`src/rtl/alu_issue_ctrl.sv`:
```
// alu_issue_ctrl: front-end sequencer for the 8-bit combinational ALU.
// It takes one operation over op_valid/op_ready and drives it to the ALU as
// {op_code, op_a, op_b}. It waits SETTLE_CYCLES edges, captures the ALU result
// and flags, and returns them over res_valid/res_ready.
module alu_issue_ctrl #(
  parameter int SETTLE_CYCLES = 1        // legal 1..15
) (
  input  logic        clk,
  input  logic        reset,
  input  logic        op_valid,
  output logic        op_ready,
  input  logic [1:0]  op_code,
  input  logic [7:0]  op_a,
  input  logic [7:0]  op_b,
  output logic [17:0] instruction,
  input  logic [7:0]  alu_out,
  input  logic [7:0]  alu_ext,
  input  logic        alu_ovf,
  input  logic        alu_carry,
  output logic        res_valid,
  input  logic        res_ready,
  output logic [15:0] res_data,
  output logic        res_ovf,
  output logic        res_carry,
  output logic        busy,
  output logic [7:0]  op_count
);

  typedef enum logic [1:0] {IDLE, SETTLE, DONE} state_t;

  localparam logic [1:0] OP_MUL    = 2'b11;
  localparam logic [3:0] SETTLE_LD = 4'(SETTLE_CYCLES);

  state_t     state;
  logic [3:0] cnt;

  // Handshake status decodes from the state register only, so no input
  // reaches an output combinationally.
  assign op_ready = (state == IDLE);
  assign busy     = (state != IDLE);

  // Issue/settle/return sequencer; all datapath outputs are registered here.
  // The opcode used at capture is the latched one, never the live op_code.
  always_ff @(posedge clk or posedge reset) begin
    if (reset) begin
      state       <= IDLE;
      cnt         <= 4'd0;
      instruction <= 18'h0;
      res_valid   <= 1'b0;
      res_data    <= 16'h0;
      res_ovf     <= 1'b0;
      res_carry   <= 1'b0;
      op_count    <= 8'h00;
    end else begin
      case (state)
        IDLE: begin
          if (op_valid) begin
            instruction <= {op_code, op_a, op_b};
            cnt         <= SETTLE_LD;
            state       <= SETTLE;
          end
        end
        SETTLE: begin
          if (cnt == 4'd1) begin
            res_data  <= (instruction[17:16] == OP_MUL) ? {alu_ext, alu_out}
                                                        : {8'h00, alu_out};
            res_ovf   <= alu_ovf;
            res_carry <= alu_carry;
            res_valid <= 1'b1;
            state     <= DONE;
          end else begin
            cnt <= cnt - 4'd1;
          end
        end
        DONE: begin
          // Result data and flags are held after the handshake until the next capture.
          if (res_ready) begin
            res_valid <= 1'b0;
            op_count  <= op_count + 8'd1;
            state     <= IDLE;
          end
        end
        default: state <= IDLE;
      endcase
    end
  end

endmodule
```
`config.mk`:
```
export PLATFORM = sky130hd
export DESIGN_NAME = alu_issue_ctrl
export DESIGN_NICKNAME = d
export VERILOG_FILES = /design/src/rtl/alu_issue_ctrl.sv
export SDC_FILE = /design/constraint.sdc
export NUM_CORES = 1
export LEC_CHECK = 0
export ABC_CLOCK_PERIOD_IN_PS = 4200
export BUFFER_PORTS_ARGS = -buffer_cell sky130_fd_sc_hd__buf_2
export CORE_UTILIZATION = 52
export CTS_CLUSTER_DIAMETER = 40
export DETAILED_ROUTE_END_ITERATION = 8
export PLACE_DENSITY = 0.95
export SYNTH_ARGS = -nofsm -noshare
export SYNTH_HDL_FRONTEND = slang
export SYNTH_SLANG_ARGS = --single-unit
```
`constraint.sdc`:
```
create_clock -name clk -period 4.2 [get_ports clk]
set_input_delay 0 -clock clk [delete_from_list [all_inputs] [get_ports clk]]
set_output_delay 0 -clock clk [all_outputs]
set_load 0.02 [all_outputs]
```
==> metrics.md, run 1 <==
| Metric | Value |
|---|---|
| Status | `finished, final reports clean` |
| Cts repair resizes | `0` |
| Clk sinks | `between 50 and 60` |
| Post-Synthesis Cells | `around 150` |
| GRT Residual Overflow | `0` |
| Die ar. | `approximately 0.0045 mm^2` |
| Dominant synthesized flop cell | `dfrtp_1` |
| Crit path from | `state[0]` |
| Final Hold Viols | `0` |
| Clock Path Buffers | `2` |
| Met2 Use GR | `0.406` |
| Share of cells above drive strength 1 | `0.506` |
| Fin util | `0.758` |
| Critical Path RT | `4.39 ns` |
| Flops & latches, synth | `51` |
| Die W | `about 67 um` |
| ANT cells | `0` |
| Root Driver | `clkbuf_8` |
| Largest net degree at the start of global routing | `52` |
| Setup TNS | `0 ns` |
| H-tree Lvls | `2` |
| DR iter-0 viols | `between 70 and 80` |
| Pwr dens | `723 mW/mm^2` |
| GPL Wtd Cong | `about 0.77` |
| Hold Slack | `0.0314 ns` |
| Initial Util | `0.546` |
| Post-synthesis cell area | `roughly 0.0022 mm^2` |
| Leakage | `~1.6 nW` |
| Num rows | `23` |
| Num CTS Buffers | `5` |
| Die Ht | `67.3 um` |
| WL/cell | `15.8 um` |
| Net count after synthesis | `slightly below 200` |
| GR Layer Usage met3 | `0.0608` |
| Initial antenna violation count | `0` |
| CTS tree | `yes` |
| Synth cell types | `33` |
| YS warnings | `0` |
| Crit path time final | `~2 ns` |
| Max-slew headroom | `0.309` |
| Hold wc startpoint | `res_ready` |
| Peak supply drop | `between 0.4 and 0.5 mV` |
| CP Launch Type | `flop` |
| Post-DRT Antenna Nets | `0` |
| Synth async-reset ratio | `1.00` |
| RSZ-0062 raised after global routing | `no` |
| Crit path kind | `flop to flop` |
| Slew at the pin closest to its max-slew limit | `1.03 ns` |
| Grt peak-use layer | `met2` |
| Drt via density | `a little over 5` |
| Area Overhead vs Synth | `38.7%` |
| Final instance area | `roughly 0.003 mm^2` |
| Slew Limit Fails | `0` |
| Arr. time, crit path | `2.18 ns` |
| Port bufs | `86` |
| Total track usage | `0.224` |
| CP endpoint kind | `flop` |
| Core Box Area | `0.00406 mm^2` |
| Setup violators final | `0` |
| Number of flops mapped to enable cells by yosys | `0` |
| Total Nets Final | `between 300 and 400` |
| Clk_lat worst skew | `~0.30 ns` |
| Total Wirelength | `between 5 and 6 mm` |
| Clk pin slew, worst setup/hold paths | `about 0.090 ns` |
| Register area share after synthesis | `0.576` |
| Worst Skew | `between 0.007 and 0.008 ns` |
| Number of global-route vias before repair | `1605` |
| CP max FO | `20` |
| Hold Path Class | `input pin to flop` |
| First-pass DRT Iterations | `4` |
| IO Count | `87` |
| Post-DP HPWL | `between 3 and 4 mm` |
| Met1 GRT Util | `0.256` |
| First-pass GRT wire length | `7.35 mm` |
| Max-Cap Viols | `0` |
| Placed cell areas | `between 0.002 and 0.003 mm^2` |
| Syn Area/Cell | `between 10 and 15 um^2` |
| RR Startpoint | `state[0]` |
| Max Freq | `0.502 GHz` |
| DRC violations left | `0` |
| Tcrit/Tclk final | `0.475` |
| Vias | `approximately 1.6k` |
## cell type report
class	instances	area, um^2
sequential	51	1280
inverter	5	18.8
timing repair buffer	116	728
clock inverter	2	35.0
fill	257	983
multi-input combinational	91	871
clock buffer	6	82.6
tap	50	62.6
## registers in the layout, indices dropped and copies added, names as in the netlist
name and flops:
cnt 4, res_ovf 1, op_count 8, state 2
instruction 18, res_data 16, res_carry 1, res_valid 1
## repair_timing
action | in CTS | in global routing
buffers inserted | 0 | 0
hold endpoints to repair | 79 | 0
hold buffers | 29 | 0
## layer usage
metal / vias to the layer above / wire [um]
met5: - / 0
met4: 0 / 59
met3: 6 / 259
met2: 64 / 2660
met1: 804 / 2080
li1: 771 / -
## worst max-delay path: stages (launching register included)
cell and delay [ns]:
dfrtp_1 0.52, or3b_4 0.46, nor3b_4 0.19, buf_4 0.36, mux2_4 0.35
## through the flow
step	setup WS, ns	total power, mW	cells
final	2.21	2.22	321
after detailed placement	2.23	1.85	284
after global placement	2.28	1.80	284
after global routing	2.13	2.34	321
after CTS	2.22	2.22	321
after floorplan	2.36	1.57	153
## cells in the mapped netlist (2+ instances only)
library cell	n	area, um^2
dfrtp_1	51	1280
mux2_2	19	214
mux2_4	18	270
and3_1	9	56.3
inv_1	5	18.8
nand3_1	5	25.0
nor2_1	4	15.0
xor2_1	4	35.0
buf_6	3	33.8
ha_1	3	37.5
nand2_1	3	11.3
nor3_1	3	15.0
xnor2_1	3	26.3
a21o_1	2	15.0
a21oi_1	2	10.0
and2_1	2	12.5
## where the power goes
part | leakage, nW | switching [mW] | internal [mW] | total (mW)
clock | 0.0612 | 0.156 | 0.193 | 0.349
sequential | 0.630 | 0.158 | 0.689 | 0.847
combinational | 0.899 | 0.535 | 0.491 | 1.03
## path summary, 6_finish.rpt
path | endpoint | slack (ns) | depth (start not counted)
max | res_data[0] | 2.21 | 4
min | state[1] | 0.03 | 3
max reg2reg | res_data[0] | 2.21 | 4
min reg2reg | op_count[7] | 0.47 | 1
max in group asynchronous | instruction[15] | 3.06 | 3
min in group asynchronous | op_count[5] | 0.51 | 3
## layout by cell type (no fill, tap or decap), drive strengths merged, types with 3 or more instances in the layout
cell | synthesis | layout
buf | 5 | 87
dfrtp | 51 | 51
mux2 | 37 | 37
dlygate4sd3 | 0 | 29
and3 | 9 | 9
clkbuf | 1 | 6
nand3 | 5 | 5
inv | 5 | 5
nor2 | 4 | 4
xor2 | 4 | 4
nor3 | 3 | 3
nand2 | 3 | 3
xnor2 | 3 | 3
ha | 3 | 3
## cells by family after synthesis
| group | after synthesis | synth area share |
|---|---|---|
| flops | 51 | 0.576 |
| mux | 37 | 0.219 |
| compound gates | 9 | 0.0288 |
| xor+xnor | 7 | 0.0277 |
| buf+inv | 11 | 0.0311 |
| simple gates | 35 | 0.101 |
| fa+ha+maj | 3 | 0.0169 |
(Power assumes the default switching activity.)
==> run 2: changes to the inputs <==
==> config.mk (replaced) <==
export PLATFORM = sky130hd
export DESIGN_NAME = alu_issue_ctrl
export DESIGN_NICKNAME = d
export VERILOG_FILES = /design/src/rtl/alu_issue_ctrl.sv
export SDC_FILE = /design/constraint.sdc
export NUM_CORES = 1
export LEC_CHECK = 0
export ABC_CLOCK_PERIOD_IN_PS = 1750
export BUFFER_PORTS_ARGS = -buffer_cell sky130_fd_sc_hd__buf_2
export CORE_UTILIZATION = 43
export CTS_CLUSTER_DIAMETER = 40
export DETAILED_ROUTE_END_ITERATION = 8
export PLACE_DENSITY = 0.85
export SYNTH_ARGS = -nofsm -noshare
export SYNTH_HDL_FRONTEND = slang
export SYNTH_SLANG_ARGS = --single-unit
==> constraint.sdc (replaced) <==
create_clock -name clk -period 1.75 [get_ports clk]
set_input_delay 0 -clock clk [delete_from_list [all_inputs] [get_ports clk]]
set_output_delay 0 -clock clk [all_outputs]
set_load 0.02 [all_outputs]
==> run 2 against run 1 <==
Compared with the run above:
- clock power is 130% higher
- combinational power grew to 2.6 times the previous value
- flip-flop and latch count stayed put
- cell area is 3.8% higher
- critical path type unchanged
- largest cell class unchanged
==> metrics.md, run 2 (same netlist as run 1, synthesis figures left out) <==
| Metric | Value |
|---|---|
| Routed wl met3 | `189 um (-27%)` |
| Max-slew headroom | `0.741 (+0.432)` |
| Vias | `1674 (+1.8%)` |
| Final instance area | `0.00319 mm^2 (+3.8%)` |
| Slew Limit Fails | `0 (unchanged)` |
| Die ar. | `0.00544 mm^2 (+20%)` |
| P_sw | `2.04 mW (+140%)` |
| Slew at the pin closest to its max-slew limit | `0.387 ns (-0.648 ns)` |
| Post-CTS setup buffers | `0 (unchanged)` |
| Crit-path max cell delay | `0.43 ns (-0.09 ns)` |
| Bufs and invs on worst path | `1 (unchanged)` |
| Status | `finished, final reports clean` |
| DRC violations left | `0 (unchanged)` |
| Max layer used | `met4` |
| WL/cell | `14.0 um (-11%)` |
| CP max FO | `15 (-25%)` |
| Final worst slack | `0.0467 ns (-2.16 ns)` |
| Clk pin slew, worst setup/hold paths | `0.09 ns (about the same)` |
| Met2 routed WL | `2.54 mm (-4.4%)` |
| Seq pwr share | `0.363 (-0.018)` |
| Hold-critical path depth | `3 (unchanged)` |
| Post-DP HPWL | `3.16 mm (+3.7%)` |
| Biggest register | `instruction` |
| First-pass DRT Iterations | `4 (unchanged)` |
| First-pass GRT wire length | `7.49 mm (+1.9%)` |
| Total Wirelength | `4.85 mm (-4.2%)` |
| Die W | `73.8 um (+9.7%)` |
| Total track usage | `0.183 (-0.0412)` |
| CP Launch Type | `flop` |
| Initial Util | `0.457 (-0.0891)` |
| Largest register FFs | `18 (unchanged)` |
| Final Hold Viols | `0 (unchanged)` |
| Placed cell areas | `0.00278 mm^2 (+4.4%)` |
| Share of cells above drive strength 1 | `0.529 (+0.0230)` |
| Arr. time, crit path | `1.90 ns (-0.28 ns)` |
| Critical path cell sequence | `or3b_4 > nor3b_4 > buf_12 > mux2_4` |
| Largest net degree at the start of global routing | `21 (-60%)` |
| Port bufs | `86 (unchanged)` |
| Top Registers | `instruction (18), res_data (16), op_count (8)` |
| Number of global-route vias before repair | `1611 (+0.37%)` |
| IO Count | `87 (unchanged)` |
| Total Nets Final | `322 (+2.9%)` |
| CP endpoint kind | `flop` |
| Root Driver | `clkbuf_8` |
| Leakage | `1.64 nW (+3.3%)` |
| CP top delay family | `simple AND/OR/NAND/NOR gates` |
| Die Ht | `73.8 um (+9.7%)` |
| DR iter-0 viols | `62 (-18%)` |
| Clock network fraction of total power | `0.151 (-0.006)` |
| Initial antenna violation count | `0 (unchanged)` |
| CTS tree | `yes` |
| Tcrit/Tclk final | `0.973 (+0.499)` |
| Clock Path Buffers | `2 (unchanged)` |
| Most frequent cells in the layout | `86 x buf_2, 51 x dfrtp_1, 29 x dlygate4sd3_1` |
| Hold Path Class | `input pin to flop` |
| H-tree Lvls | `2 (unchanged)` |
| Sw frac | `0.377 (-0.00550)` |
| Num CTS Buffers | `5 (unchanged)` |
| Levels on crit path | `4 (unchanged)` |
| Cell-internal power | `3.38 mW (+150%)` |
| Num rows | `25 (+8.7%)` |
| ANT cells | `0 (unchanged)` |
| Drt via density | `4.82 (-5.9%)` |
| Routed length on met1 | `2.07 mm (-0.34%)` |
| Post-DRT Antenna Nets | `0 (unchanged)` |
| Setup violators final | `0 (unchanged)` |
| Worst Skew | `0.00897 ns (+0.00177 ns)` |
| Pwr dens | `1700 mW/mm^2 (+140%)` |
| Post-layout power | `5.43 mW (+140%)` |
| Max-Cap Viols | `0 (unchanged)` |
| Comb pwr share | `0.485 (+0.023)` |
| Area Overhead vs Synth | `44.0%` |
| Crit path time final | `1.70 ns (-0.290 ns)` |
| Max Freq | `0.587 GHz (+17%)` |
| Commonest non-fill, non-tap cell in the layout | `buf_2` |
| Clk sinks | `51 (unchanged)` |
| GPL Wtd Cong | `0.778 (+0.99%)` |
| Core Box Area | `0.00485 mm^2 (+19%)` |
| RSZ-0062 raised after global routing | `yes` |
| Crit path kind | `flop to flop` |
| Slowest CP cell | `or3b_4` |
| Clk_lat worst skew | `0.31 ns (about the same)` |
| Peak supply drop | `0.655 mV (+52%)` |
| Pre-CTS WS | `0.0542 ns (-2.17 ns)` |
| GRT Residual Overflow | `0 (unchanged)` |
| R2R cell count | `4 (unchanged)` |
| Critical Path RT | `1.94 ns (-2.45 ns)` |
| Hold Slack | `0.0363 ns (+0.00486 ns)` |
[run 2: changes by cell type in the layout (fill, tap and decap cells not counted), sizes merged]
cell	delta
buf	+9
clkbuf	-1
clkinv	+1
[run 2: tightest hold or removal path, stage by stage]
cell,delay [ns]
buf_2,0.09
nor2_1,0.04
a21o_1,0.17
[run 2: final cells by class]
class	count	area (um^2)
clock inverter	3	43.8
timing repair buffer	125	821
fill	361	1660
inverter	5	18.8
multi-input combinational	91	878
clock buffer	5	68.8
sequential	51	1280
tap	67	83.8
[run 2: per-stage QoR]
step,std cells,utilization,setup TNS [ns]
final,347,0.658,0
after CTS,347,0.657,0
after global placement,310,0.574,0
after global routing,347,0.658,-0.0101
after floorplan,153,-,0
after detailed placement,310,0.574,0
[run 2: power by group through the flow]
stage          registers, mW  clock network (mW)  logic (mW)
2_1_floorplan           2.48                   0        1.29
3_3_place_gp            1.97                   0        2.51
3_5_place_dp            1.98                   0        2.59
4_1_cts                 1.97               0.839        2.64
5_1_grt                 2.03               0.871        2.83
6_report                1.97               0.820        2.63
[run 2: timing repair]
action                                  CTS  global route
hold buffers                             29             0
hold endpoints to repair                 43             0
endpoints found under the setup margin    0             4
resized for setup                         0             1
[run 2: per-layer routing]
metal  GRT usage  vias up
met5           0        -
met4      0.0385        0
met3      0.0412        5
met2       0.329       47
met1       0.224      829
li1            -      793
[run 2: path summary, 6_finish.rpt]
check	start	end	slack, ns
worst max-delay path	state[1]	res_data[5]	0.05
worst min-delay path	res_ready	state[1]	0.04
min in group asynchronous	reset	res_data[4]	0.22
worst min register to register	op_count[7]	op_count[7]	0.46
worst max register to register	state[1]	res_data[5]	0.05
max in group asynchronous	reset	instruction[16]	0.94
==> run 3: changes to the inputs <==
--- a/config.mk
+++ b/config.mk
@@ -5,12 +5,11 @@
 export SDC_FILE = /design/constraint.sdc
 export NUM_CORES = 1
 export LEC_CHECK = 0
-export ABC_CLOCK_PERIOD_IN_PS = 1750
 export BUFFER_PORTS_ARGS = -buffer_cell sky130_fd_sc_hd__buf_2
 export CORE_UTILIZATION = 43
 export CTS_CLUSTER_DIAMETER = 40
 export DETAILED_ROUTE_END_ITERATION = 8
-export PLACE_DENSITY = 0.85
+export PLACE_DENSITY = 0.75
 export SYNTH_ARGS = -nofsm -noshare
 export SYNTH_HDL_FRONTEND = slang
 export SYNTH_SLANG_ARGS = --single-unit
==> run 3 against run 2 <==
Compared with the run above:
- highest routed layer unchanged
- flip-flop and latch count stayed put
- first-iteration DRC count is 37% lower
- core utilization is 0.18 points lower
- critical endpoint is now res_data[2]
- critical path type unchanged
- final cell count stayed put
- fmax is 1.7% lower
- largest power group unchanged
- sequential power hardly changed
==> metrics.md, run 3 (same netlist as run 1, synthesis figures left out) <==
| Metric | Value |
|---|---|
| Clk pin slew, worst setup/hold paths | `0.09 ns (about the same)` |
| RSZ-0062 raised after global routing | `yes` |
| Pwr dens | `1680 mW/mm^2 (-1.3%)` |
| IO Count | `87 (unchanged)` |
| Post-DRT Antenna Nets | `0 (unchanged)` |
| Worst Skew | `0.00412 ns (-0.00485 ns)` |
| Largest register FFs | `18 (unchanged)` |
| Tcrit/Tclk final | `0.990 (+0.0167)` |
| CTS tree | `yes` |
| CP Launch Type | `flop` |
| Die Ht | `73.8 um (unchanged)` |
| Placed cell count | `310 (unchanged)` |
| WL/cell | `14.0 um (+0.43%)` |
| Final Hold Viols | `0 (unchanged)` |
| Core Box Area | `0.00485 mm^2 (unchanged)` |
| Placed cell areas | `0.00278 mm^2 (unchanged)` |
| Clock Path Buffers | `2 (unchanged)` |
| Max Freq | `0.577 GHz (-1.7%)` |
| First-pass DRT Iterations | `4 (unchanged)` |
| Commonest non-fill, non-tap cell in the layout | `buf_2` |
| Max-Cap Viols | `0 (unchanged)` |
| Clk_lat worst skew | `0.29 ns (-0.02 ns)` |
| Drt via density | `4.83 (+0.18%)` |
| Slew at the pin closest to its max-slew limit | `0.411 ns (+0.0245 ns)` |
| Largest net degree at the start of global routing | `21 (unchanged)` |
| DR iter-0 viols | `39 (-37%)` |
| Setup TNS | `0 ns (unchanged)` |
| Final worst slack | `0.0175 ns (-0.0293 ns)` |
| Crit path time final | `1.73 ns (+0.0293 ns)` |
| Hold Path Class | `input pin to flop` |
| Total Wirelength | `4.87 mm (+0.43%)` |
| Number of global-route vias before repair | `1662 (+3.2%)` |
| GRT Residual Overflow | `0 (unchanged)` |
| Die W | `73.8 um (unchanged)` |
| First-pass GRT wire length | `7.81 mm (+4.3%)` |
| Total track usage | `0.191 (+0.00810)` |
| Most frequent cells in the layout | `86 x buf_2, 51 x dfrtp_1, 29 x dlygate4sd3_1` |
| Leakage | `1.63 nW (-0.51%)` |
| Biggest register | `instruction` |
| Post-DP HPWL | `3.21 mm (+1.5%)` |
| Initial Util | `0.457 (unchanged)` |
| CP max FO | `18 (+3)` |
| Initial antenna violation count | `0 (unchanged)` |
| Share of cells above drive strength 1 | `0.529 (unchanged)` |
| Critical Path RT | `1.93 ns (about the same)` |
| Clk sinks | `51 (unchanged)` |
| Num rows | `25 (unchanged)` |
| Fillers | `385 (+6.6%)` |
| Vias | `1677 (+0.18%)` |
| CP endpoint kind | `flop` |
| Max-slew headroom | `0.726 (-0.0156)` |
| DRC violations left | `0 (unchanged)` |
| Root Driver | `clkbuf_8` |
| Final instance area | `0.00318 mm^2 (-0.27%)` |
| Post-CTS setup buffers | `0 (unchanged)` |
| H-tree Lvls | `2 (unchanged)` |
| Status | `finished, final reports clean` |
| Area Overhead vs Synth | `43.6%` |
| ANT cells | `0 (unchanged)` |
| Die ar. | `0.00544 mm^2 (unchanged)` |
| Crit path kind | `flop to flop` |
| Setup violators final | `0 (unchanged)` |
| Port bufs | `86 (unchanged)` |
| Pre-CTS WS | `0.0442 ns (-0.00996 ns)` |
| Num CTS Buffers | `5 (unchanged)` |
| Peak supply drop | `1.04 mV (+59%)` |
| Slew Limit Fails | `0 (unchanged)` |
| Finished Layout Cells | `347 (unchanged)` |
| Top Registers | `instruction (18), res_data (16), op_count (8)` |
| Arr. time, crit path | `1.91 ns (about the same)` |
| GPL Wtd Cong | `0.775 (-0.37%)` |
| Total Nets Final | `322 (unchanged)` |
## run 3: cell count changes in the layout (fill, tap and decap cells not counted)
| cell | previous run | this run |
|---|---|---|
| clkbuf_8 | 5 | 7 |
| bufinv_16 | 1 | 0 |
| clkinv_2 | 1 | 0 |
| clkinv_4 | 1 | 0 |
| clkinvlp_4 | 0 | 1 |
## run 3: power by group
group | total (mW) | internal (mW) | leakage, nW | switching [mW]
registers | 1.98 | 1.65 | 0.630 | 0.321
logic | 2.63 | 1.30 | 0.954 | 1.33
clock network | 0.735 | 0.360 | 0.0505 | 0.375
total | 5.34 | 3.32 | 1.63 | 2.03
## run 3: final timing paths
| kind | startpoint | to | slack [ns] | cells after the start |
|---|---|---|---|---|
| setup / recovery | state[1] | res_data[2] | 0.02 | 4 |
| hold reg to reg | op_count[7] | op_count[7] | 0.47 | 1 |
| min in group asynchronous | reset | res_data[2] | 0.25 | 3 |
| setup reg to reg | state[1] | res_data[2] | 0.02 | 4 |
| max in group asynchronous | reset | res_data[5] | 0.92 | 4 |
| hold / removal | res_ready | state[1] | 0.04 | 3 |
## run 3: stage by stage
stage / utilization / total power [mW] / hold slack (ns)
after floorplan: - / 3.77 / 0.148
after global placement: 0.574 / 4.50 / 0.0182
after detailed placement: 0.574 / 4.57 / 0.0210
after CTS: 0.655 / 5.37 / 0.0366
after global routing: 0.656 / 5.68 / 0.0661
final: 0.656 / 5.34 / 0.0434
## run 3: critical path: stages (launching register included)
cell	delay (ns)
dfrtp_1	0.39
or3b_4	0.43
nor3b_4	0.26
buf_12	0.22
mux2_4	0.32
## run 3: per-layer routing
layer  up-vias  global-route usage  part of all wire  wire (um)
li1        791                   -                 -          -
met3         4              0.0439             0.048        236
met2        55               0.321              0.50       2430
met1       827               0.238              0.44       2140
met4         0              0.0748             0.011         55
met5         -                   0                 0          0
## run 3: what timing repair did
item                                    4_1_cts  5_1_grt
hold endpoints to repair                     46        0
resized for setup                             0        1
endpoints found under the setup margin        0       20
hold buffers                                 29        0
## run 3: final cells by class
class | instances | area, um^2 | area share
clock buffer | 7 | 96.3 | 0.0303
clock inverter | 1 | 7.51 | 0.00236
inverter | 5 | 18.8 | 0.00590
multi-input combinational | 91 | 878 | 0.276
sequential | 51 | 1280 | 0.401
tap | 67 | 83.8 | 0.0263
timing repair buffer | 125 | 821 | 0.258
